File: config.mk
export PLATFORM = sky130hd
export DESIGN_NAME = mul4_product_accumulator_flat
export DESIGN_NICKNAME = d
export VERILOG_FILES = /design/src/rtl/mul4_product_accumulator_if.sv /design/src/rtl/mul4_product_accumulator.sv /design/src/flat_wrapper.sv
export SDC_FILE = /design/constraint.sdc
export NUM_CORES = 1
export LEC_CHECK = 0
export CAP_MARGIN = 10
export CORE_AREA = 2 2 64 66
export CTS_CLUSTER_DIAMETER = 40
export DETAILED_ROUTE_END_ITERATION = 8
export DIE_AREA = 0 0 66 68
export PLACE_DENSITY = 0.71
export SYNTH_ARGS = -nofsm -noshare
export SYNTH_HDL_FRONTEND = slang
export SYNTH_SLANG_ARGS = --single-unit
File: constraint.sdc
create_clock -name clk -period 3 [get_ports clk]
set_input_delay 0.6 -clock clk [delete_from_list [all_inputs] [get_ports clk]]
set_output_delay 0.6 -clock clk [all_outputs]
set_load 0.02 [all_outputs]
File: src/rtl/mul4_product_accumulator_if.sv
// mul4_product_accumulator_if
// Bundles the product-stream handshake and the result handshake of the
// product accumulator.
//   start/len             : run request and run length (producer -> block)
//   prod_valid/prod       : product stream in (producer -> block)
//   prod_ready            : block accepts a product this cycle
//   res_valid/res/res_ovf : accumulated result out (block -> consumer)
//   res_ready             : consumer accepts the result
//   busy                  : block is inside a run (ACC or HOLD)
// Modports: master = producer/consumer side, slave = accumulator side.
interface mul4_product_accumulator_if #(
  parameter int ACC_W = 16,
  parameter int CNT_W = 4
);
  logic             start;
  logic [CNT_W-1:0] len;
  logic             prod_valid;
  logic [7:0]       prod;
  logic             prod_ready;
  logic             res_valid;
  logic [ACC_W-1:0] res;
  logic             res_ovf;
  logic             res_ready;
  logic             busy;

  modport master (
    output start, len, prod_valid, prod, res_ready,
    input  prod_ready, res_valid, res, res_ovf, busy
  );

  modport slave (
    input  start, len, prod_valid, prod, res_ready,
    output prod_ready, res_valid, res, res_ovf, busy
  );
endinterface

File: src/rtl/mul4_product_accumulator.sv
// mul4_product_accumulator
// Sums a run of len 8-bit products taken over a valid/ready stream and
// presents the sum plus a sticky carry-out flag over a second valid/ready
// handshake. Sits behind the 4x4 multiplier to form a MAC datapath.
// Ports:
//   clk   : rising-edge clock
//   rst_n : asynchronous active-low reset
//   bus   : slave side of mul4_product_accumulator_if (start/len, product
//           stream, result stream, busy)
// Every output comes straight from a flop; there is no combinational path
// from any input to any output.
module mul4_product_accumulator #(
  parameter int ACC_W = 16,
  parameter int CNT_W = 4
) (
  input logic                       clk,
  input logic                       rst_n,
  mul4_product_accumulator_if.slave bus
);

  typedef enum logic [1:0] {
    ST_IDLE = 2'd0,
    ST_ACC  = 2'd1,
    ST_HOLD = 2'd2
  } state_t;

  state_t           state_r;
  state_t           state_nxt_s;
  logic [ACC_W-1:0] acc_r;
  logic [ACC_W-1:0] acc_nxt_s;
  logic             ovf_r;
  logic             ovf_nxt_s;
  logic [CNT_W-1:0] remaining_r;
  logic [CNT_W-1:0] remaining_nxt_s;
  logic [ACC_W:0]   sum_s;
  logic             xfer_s;
  logic             prod_ready_r;
  logic             res_valid_r;
  logic             busy_r;

  // A product is taken only while accumulating; prod_ready is high exactly then.
  assign xfer_s = (state_r == ST_ACC) && bus.prod_valid;

  // One extra bit on the adder captures the carry out of the accumulator.
  assign sum_s = {1'b0, acc_r} + {{(ACC_W-7){1'b0}}, bus.prod};

  // Next-state and datapath update for the run sequencer.
  always_comb begin
    state_nxt_s     = state_r;
    acc_nxt_s       = acc_r;
    ovf_nxt_s       = ovf_r;
    remaining_nxt_s = remaining_r;
    case (state_r)
      ST_IDLE: begin
        if (bus.start) begin
          acc_nxt_s = '0;
          ovf_nxt_s = 1'b0;
          if (bus.len == CNT_W'(0)) begin
            state_nxt_s = ST_HOLD;
          end else begin
            remaining_nxt_s = bus.len;
            state_nxt_s     = ST_ACC;
          end
        end else begin
          state_nxt_s = ST_IDLE;
        end
      end
      ST_ACC: begin
        if (xfer_s) begin
          acc_nxt_s       = sum_s[ACC_W-1:0];
          ovf_nxt_s       = ovf_r | sum_s[ACC_W];
          remaining_nxt_s = remaining_r - CNT_W'(1);
          if (remaining_r == CNT_W'(1)) begin
            state_nxt_s = ST_HOLD;
          end else begin
            state_nxt_s = ST_ACC;
          end
        end else begin
          state_nxt_s = ST_ACC;
        end
      end
      ST_HOLD: begin
        // start is deliberately not looked at here, even alongside res_ready.
        if (bus.res_ready) begin
          state_nxt_s = ST_IDLE;
        end else begin
          state_nxt_s = ST_HOLD;
        end
      end
      default: begin
        state_nxt_s = ST_IDLE;
      end
    endcase
  end

  // State and datapath registers.
  always_ff @(posedge clk or negedge rst_n) begin
    if (!rst_n) begin
      state_r     <= ST_IDLE;
      acc_r       <= '0;
      ovf_r       <= 1'b0;
      remaining_r <= '0;
    end else begin
      state_r     <= state_nxt_s;
      acc_r       <= acc_nxt_s;
      ovf_r       <= ovf_nxt_s;
      remaining_r <= remaining_nxt_s;
    end
  end

  // Handshake outputs are registered from the next state so they line up
  // with the state register without a decode after the flops.
  always_ff @(posedge clk or negedge rst_n) begin
    if (!rst_n) begin
      prod_ready_r <= 1'b0;
      res_valid_r  <= 1'b0;
      busy_r       <= 1'b0;
    end else begin
      prod_ready_r <= (state_nxt_s == ST_ACC);
      res_valid_r  <= (state_nxt_s == ST_HOLD);
      busy_r       <= (state_nxt_s != ST_IDLE);
    end
  end

  assign bus.prod_ready = prod_ready_r;
  assign bus.res_valid  = res_valid_r;
  assign bus.busy       = busy_r;
  // The result is the accumulator itself; it only changes on a transfer or
  // when a new run clears it, so it holds steady through HOLD and after.
  assign bus.res        = acc_r;
  assign bus.res_ovf    = ovf_r;

endmodule
File: src/flat_wrapper.sv
// flat-port wrapper written by rule: the top's interface ports become plain ports
module mul4_product_accumulator_flat 
#(
  parameter int ACC_W = 16,
  parameter int CNT_W = 4
)
  (clk, rst_n, bus_start, bus_len, bus_prod_valid, bus_prod, bus_res_ready, bus_prod_ready, bus_res_valid, bus_res, bus_res_ovf, bus_busy);
  mul4_product_accumulator_if #(.ACC_W(ACC_W), .CNT_W(CNT_W)) bus_i ();
  input logic clk;
  input logic rst_n;
  input wire logic [$bits(bus_i.start)-1:0] bus_start;
  input wire logic [$bits(bus_i.len)-1:0] bus_len;
  input wire logic [$bits(bus_i.prod_valid)-1:0] bus_prod_valid;
  input wire logic [$bits(bus_i.prod)-1:0] bus_prod;
  input wire logic [$bits(bus_i.res_ready)-1:0] bus_res_ready;
  output wire logic [$bits(bus_i.prod_ready)-1:0] bus_prod_ready;
  output wire logic [$bits(bus_i.res_valid)-1:0] bus_res_valid;
  output wire logic [$bits(bus_i.res)-1:0] bus_res;
  output wire logic [$bits(bus_i.res_ovf)-1:0] bus_res_ovf;
  output wire logic [$bits(bus_i.busy)-1:0] bus_busy;
  assign bus_i.start = bus_start;
  assign bus_i.len = bus_len;
  assign bus_i.prod_valid = bus_prod_valid;
  assign bus_i.prod = bus_prod;
  assign bus_i.res_ready = bus_res_ready;
  assign bus_prod_ready = bus_i.prod_ready;
  assign bus_res_valid = bus_i.res_valid;
  assign bus_res = bus_i.res;
  assign bus_res_ovf = bus_i.res_ovf;
  assign bus_busy = bus_i.busy;
  mul4_product_accumulator #(.ACC_W(ACC_W), .CNT_W(CNT_W)) u_core (.clk(clk), .rst_n(rst_n), .bus(bus_i));
endmodule
==> reports/results.ini, run 1 <==
[outcome]
status = complete, no violations

[final_layout]
seq_area_um2 = 651
multi_input_area_um2 = 918
drive_above_1_share = 0.0599
area_growth_syn_to_layout_pct = 30.3
layout_common_cells = clkdlybuf4s50_1 (36), dfrtp_1 (26), nand2_1 (20), o21ai_0 (18), nor2_1 (14)
fillers = 363
diodes = 0
nets = 246
final_common_cell = clkdlybuf4s50_1

[clock_network]
cts.sinks = 26
cts_resized = 0
post_cts_buffers = 0
clk_latency_ns = 0.27
cts_buffer_depth = 2
cts.clk_slew.worst_paths_ns = 0.09
cts_hold_buffers = 0
cts_inserted_buffers = 3
cts_tree = done
clock-root-buffer = clkbuf_8
cts.htree.levels = 1

[route]
met3_length_um = 152
postRouteAntennaNets = 0
firstDrtPassIters = 4
met1_length_mm = 1.76
drt_first_iter_violations = 60
vias_per_cell = 5.34
wl_per_cell_um = 13.3
drcViolationCount = 0
vias = 1425
routed_wirelength_mm = 3.55
wl_met2_mm = 1.61
top_layer = met4

[power_and_ir_drop]
clock_power_share = 0.155
power_leakage_uw = 0.000915
power.net_switching_uw = 792
ir_worst_vdd_uv = 392
power_density_nw_per_um2 = 899
power.internal_uw = 1110
switching_share = 0.417
power_frac_comb = 0.540
pwr-share-seq = 0.305

[synthesis]
syn_area_um2 = 1620
syn_inst = 180
avgSynthCellArea_um2 = 9.00
synth_largest_area_cell = dfrtp_1
synth_top_flop_cell = dfrtp_1
synth_top_area_frac = 0.402
yosysUniqueCellTypes = 44
ys_warn_count = 0
synth.area.top_cells = dfrtp_1 (40%), ha_1 (7.7%), o21ai_0 (5.6%)
synthesis.nets = 208
synth_async_sr_flop_share = 1.00
seq_area_frac_synth = 0.402
ys_ff_latch = 26
synth_edf_count = 0

[place]
routabilityCongestion = 0.914
post-place-ws_ns = 0.266
numPortBuffers = 36
dpl.hpwl_mm = 2.68

[global_routing]
grt_pass1_wl_mm = 6.24
grt_max_degree = 27
grt-ovfl-total = 0
grt_pass1_vias = 1353
track_usage = 0.179
antenna_found_initial = 0

[die]
die_area_um2 = 4490
core.rowCount = 23
io_pins = 37
start_util = 0.420
die_y_um = 68
die_w_um = 66
fp.coreArea_um2 = 3860

[sta]
clock.fmax_mhz = 409
fin_crit_sh = 0.815
min_period_ns = 2.45
relSlewSlack = 0.566
rsz0062_at_grt = false
worst_slew_pin_slew_ns = 0.645
fin_skew_ns = 0.00277
fin_ws_ns = 0.554
finalSetupViolCount = 0
hold_viol = 0
final-max-slew-violation-count = 0
fin_setup_tns_ns = 0

[worst_setup_path]
critPathSlowestCell = clkdlybuf4s50_1
slowest_delay_ns = 0.46
critPathCaptureType = flip-flop
worstPathMaxFanout = 5
path_class = in2reg
startpoint_type = input port
crit_required_ns = 3.17
cp_cell_sequence = clkdlybuf4s50_1 > ha_1 > inv_1 > fa_1 > nor2b_1 > o31ai_1 > a21oi_2 > a31oi_1 > a41o_1
cp.arrival_ns = 2.62

[job]
max_cap_viol_count = 0

[worst_hold_path]
hp-class = reg2reg

==> power by group through the flow <==
stage	Combinational, µW	Clock, µW	Sequential, µW
detailed placement	1020	0	583
floorplan	614	0	658
finish	1030	295	578
global route	1150	319	595
CTS	1020	302	578
global placement	1010	0	587
==> state kept, by name (all words and copies together), names as in the netlist <==
signal / flops
u_core.bus.res_valid: 1
u_core.bus.prod_ready: 1
u_core.bus.res: 16
u_core.state_r: 2
u_core.bus.res_ovf: 1
u_core.bus.busy: 1
u_core.remaining_r: 4
==> worst max-delay path, delay by kind of cell <==
family | cells | cell delay [ns]
AOI/OAI and AO/OA | 4 | 0.78
buffers and inverters | 2 | 0.51
adders and majority gates | 2 | 0.52
and+or+nand+nor | 1 | 0.20
==> layer usage <==
| metal | up-vias | track usage |
|---|---|---|
| li1 | 735 | - |
| met1 | 656 | 0.243 |
| met2 | 30 | 0.293 |
| met3 | 4 | 0.0411 |
| met4 | 0 | 0.0434 |
| met5 | - | 0 |
==> cell usage after synthesis, types with 3 or more instances <==
cell and number:
nor3_1 3, nand2_1 20, nand3_1 4, o22ai_1 3, a31oi_1 7, nor3b_1 3
nor2b_1 3, o21ai_0 18, ha_1 10, nor2_1 14, inv_1 7, xnor2_1 6
clkbuf_1 4, a21oi_1 10, dfrtp_1 26, a21o_1 4
==> logic make-up (layout without fill, tap and decap cells) <==
group	Yosys count	in the layout	synth area share
flops	26	26	0.402
fa+ha+maj	11	11	0.0896
buf+inv	13	50	0.0317
xor+xnor	7	7	0.0378
compound gates	60	60	0.239
simple gates	63	63	0.201
==> area by class of cell <==
type / instances / share of cell area
clock buffer: 3 / 0.0195
timing repair buffer: 39 / 0.181
inverter: 7 / 0.0124
sequential: 26 / 0.308
clock inverter: 1 / 0.0142
multi-input combinational: 141 / 0.435
tap: 50 / 0.0296
==> metrics by stage <==
step	hold WS, ns	instance area, µm²	utilization	std cells	power, µW
6_report	0.518	2110	0.548	267	1900
5_1_grt	0.546	2110	0.548	267	2060
4_1_cts	0.527	2110	0.548	267	1910
3_5_place_dp	0.501	2040	0.529	263	1610
3_3_place_gp	0.495	2040	0.529	263	1600
2_1_floorplan	0.304	1620	-	180	1270
==> final timing paths <==
| path | start | slack (ns) | end | cells after the start |
|---|---|---|---|---|
| setup / recovery | bus_prod[0] | 0.55 | u_core.bus.res[14] | 9 |
| hold / removal | u_core.bus.res[6] | 0.52 | u_core.bus.res[6] | 2 |
| setup reg to reg | u_core.bus.res[2] | 0.92 | u_core.bus.res[8] | 6 |
| hold reg to reg | u_core.bus.res[6] | 0.52 | u_core.bus.res[6] | 2 |
| max in group asynchronous | rst_n | 2.07 | u_core.remaining_r[0] | 2 |
| min in group asynchronous | rst_n | 0.68 | u_core.bus.res[13] | 2 |
Note: power is estimated with default switching activity, not from simulation.
==> run 2, diff against run 1 <==
--- a/config.mk
+++ b/config.mk
@@ -10,7 +10,7 @@
 export CTS_CLUSTER_DIAMETER = 40
 export DETAILED_ROUTE_END_ITERATION = 8
 export DIE_AREA = 0 0 66 68
-export PLACE_DENSITY = 0.71
+export PLACE_DENSITY = 0.74
 export SYNTH_ARGS = -nofsm -noshare
 export SYNTH_HDL_FRONTEND = slang
 export SYNTH_SLANG_ARGS = --single-unit
==> constraint.sdc (replaced) <==
create_clock -name clk -period 2.13 [get_ports clk]
set_input_delay 0.426 -clock clk [delete_from_list [all_inputs] [get_ports clk]]
set_output_delay 0.426 -clock clk [all_outputs]
set_load 0.02 [all_outputs]
==> run 2 against run 1 <==
Against the previous run:
- die area unchanged
- first-iteration DRC count rose by 58%
- cell count increased by 9.0%
- critical endpoint is now u_core.bus.res[11]
- register-to-register slack worse by 0.75 ns
- global-route usage rose by 1.1 points
==> reports/results.ini, run 2 (synthesis results as in run 1) <==
[sta]
final-max-slew-violation-count = 0
fin_ws_ns = 0.0962
hold_viol = 0
min_period_ns = 2.03
hold-worst-slack_ns = 0.514
fin_crit_sh = 0.955
worst_slew_pin_slew_ns = 0.514
rsz0062_at_grt = false
clock.fmax_mhz = 492
fin_skew_ns = 0.00475
finalSetupViolCount = 0
relSlewSlack = 0.657

[place]
numPortBuffers = 36
post-place-ws_ns = -0.412
dpl.cell_count = 285
routabilityCongestion = 0.814
dpl.hpwl_mm = 2.94

[worst_setup_path]
r2r_slack_ns = 0.17
startpoint_type = input port
cp.arrival_ns = 2.23
cp-startpoint = bus_prod[4]
critPathTopFamily = compound AO/OA/AOI/OAI gates
r2r_cells = 8
r2r_start = u_core.bus.res[0]
critPathSlowestCell = clkdlybuf4s50_1
path_class = in2reg
rr_endpoint = u_core.bus.res[14]
critPathCaptureType = flip-flop
cp_cell_sequence = clkdlybuf4s50_1 > ha_1 > a21o_1 > nand3_1 > o211a_1 > or3_1 > a21oi_1
crit_required_ns = 2.32
slowest_delay_ns = 0.41
worstPathMaxFanout = 6
critPathBufInv = 1

[route]
drcViolationCount = 0
vias = 1557
drt_first_iter_violations = 95
postRouteAntennaNets = 0
wl_per_cell_um = 13.9
firstDrtPassIters = 4
routed_wirelength_mm = 4.05
vias_per_cell = 5.35

[global_routing]
grt_pass1_wl_mm = 6.56
track_usage = 0.191
grt-ovfl-total = 0
grt_pass1_vias = 1415
grt_max_degree = 27
antenna_found_initial = 0

[clock_network]
clock-root-buffer = clkbuf_8
cts.clk_slew.worst_paths_ns = 0.09
cts_inserted_buffers = 3
clk_latency_ns = 0.27
cts_tree = done
cts.sinks = 26
cts_buffer_depth = 2
cts.htree.levels = 1
cts_hold_buffers = 0

[worst_hold_path]
holdPathEnd = u_core.bus.res[4]
min-delay-start = u_core.bus.res[4]
hp-class = reg2reg
worstHoldPathCells = 2

[final_layout]
seq_area_um2 = 651
nets = 270
fillers = 349
final_common_cell = clkdlybuf4s50_1
area_growth_syn_to_layout_pct = 43.5
finalNonFillerCells = 291
multi_input_area_um2 = 965
final_util = 0.603
layout_common_cells = clkdlybuf4s50_1 (35), buf_4 (27), dfrtp_1 (26), nand2_1 (20), o21ai_0 (18)
largest_reg_flops = 16
diodes = 0
drive_above_1_share = 0.191

[die]
die_w_um = 66
core.rowCount = 23
die_area_um2 = 4490
fp.coreArea_um2 = 3860
io_pins = 37
die_y_um = 68
start_util = 0.420

[power_and_ir_drop]
power_density_nw_per_um2 = 1230
ir_worst_vdd_uv = 657
power_leakage_uw = 0.00103

[job]
max_cap_viol_count = 0

[outcome]
status = complete, no violations

## run 2: cell count changes in the layout (fill, tap and decap cells not counted), sizes merged
cell	before	now
buf	3	27
bufinv	1	0
clkbuf	3	4
clkdlybuf4s50	36	35
dlymetal6s2s	0	1
## run 2: worst max path at each step
| stage | depth (start not counted) | end |
|---|---|---|
| detailed placement | 10 | u_core.bus.res_ovf |
| global route | 6 | u_core.bus.res[13] |
| CTS | 9 | u_core.bus.res[14] |
| finish | 7 | u_core.bus.res[11] |
| global placement | 10 | u_core.bus.res_ovf |
| floorplan | 8 | u_core.bus.res[12] |
## run 2: what timing repair did
action | CTS | global route
setup endpoints to repair | 6 | 6
setup buffers | 2 | 0
gates resized for setup | 3 | 11
pin swaps | 1 | 4
## run 2: tightest hold or removal path: cells and delay by family, from the launching register on
| family | cells | cell delay, ns |
|---|---|---|
| AO/OA/AOI/OAI | 1 | 0.06 |
| flip-flops | 1 | 0.37 |
| AND/OR/NAND/NOR | 1 | 0.05 |
## run 2: power breakdown
group | switching [µW] | total (µW) | leakage [µW] | internal [µW]
combinational | 896 | 1730 | 0.000673 | 835
clock | 153 | 318 | 0.0000288 | 165
sequential | 162 | 819 | 0.000332 | 657
## run 2: metrics by stage
stage	TNS, ns	total power (µW)	cell area (µm²)
finish	0	2870	2320
global route	0	3090	2320
CTS	0	2810	2290
detailed placement	-2.76	2460	2210
global placement	-2.40	2420	2210
floorplan	0	1790	1620
## run 2: layout make-up
class | count | share of cell area
Clock buffer | 4 | 0.0237
Inverter | 7 | 0.0113
Multi-Input combinational cell | 141 | 0.415
Sequential cell | 26 | 0.280
Tap cell | 50 | 0.0269
Timing Repair Buffer | 63 | 0.243
## run 2: layer usage
metal,GRT usage,part of all wire,vias to the layer above
li1,-,-,780
met1,0.248,0.45,723
met2,0.335,0.49,50
met3,0.0263,0.045,4
met4,0.0536,0.0084,0
met5,0,0,-
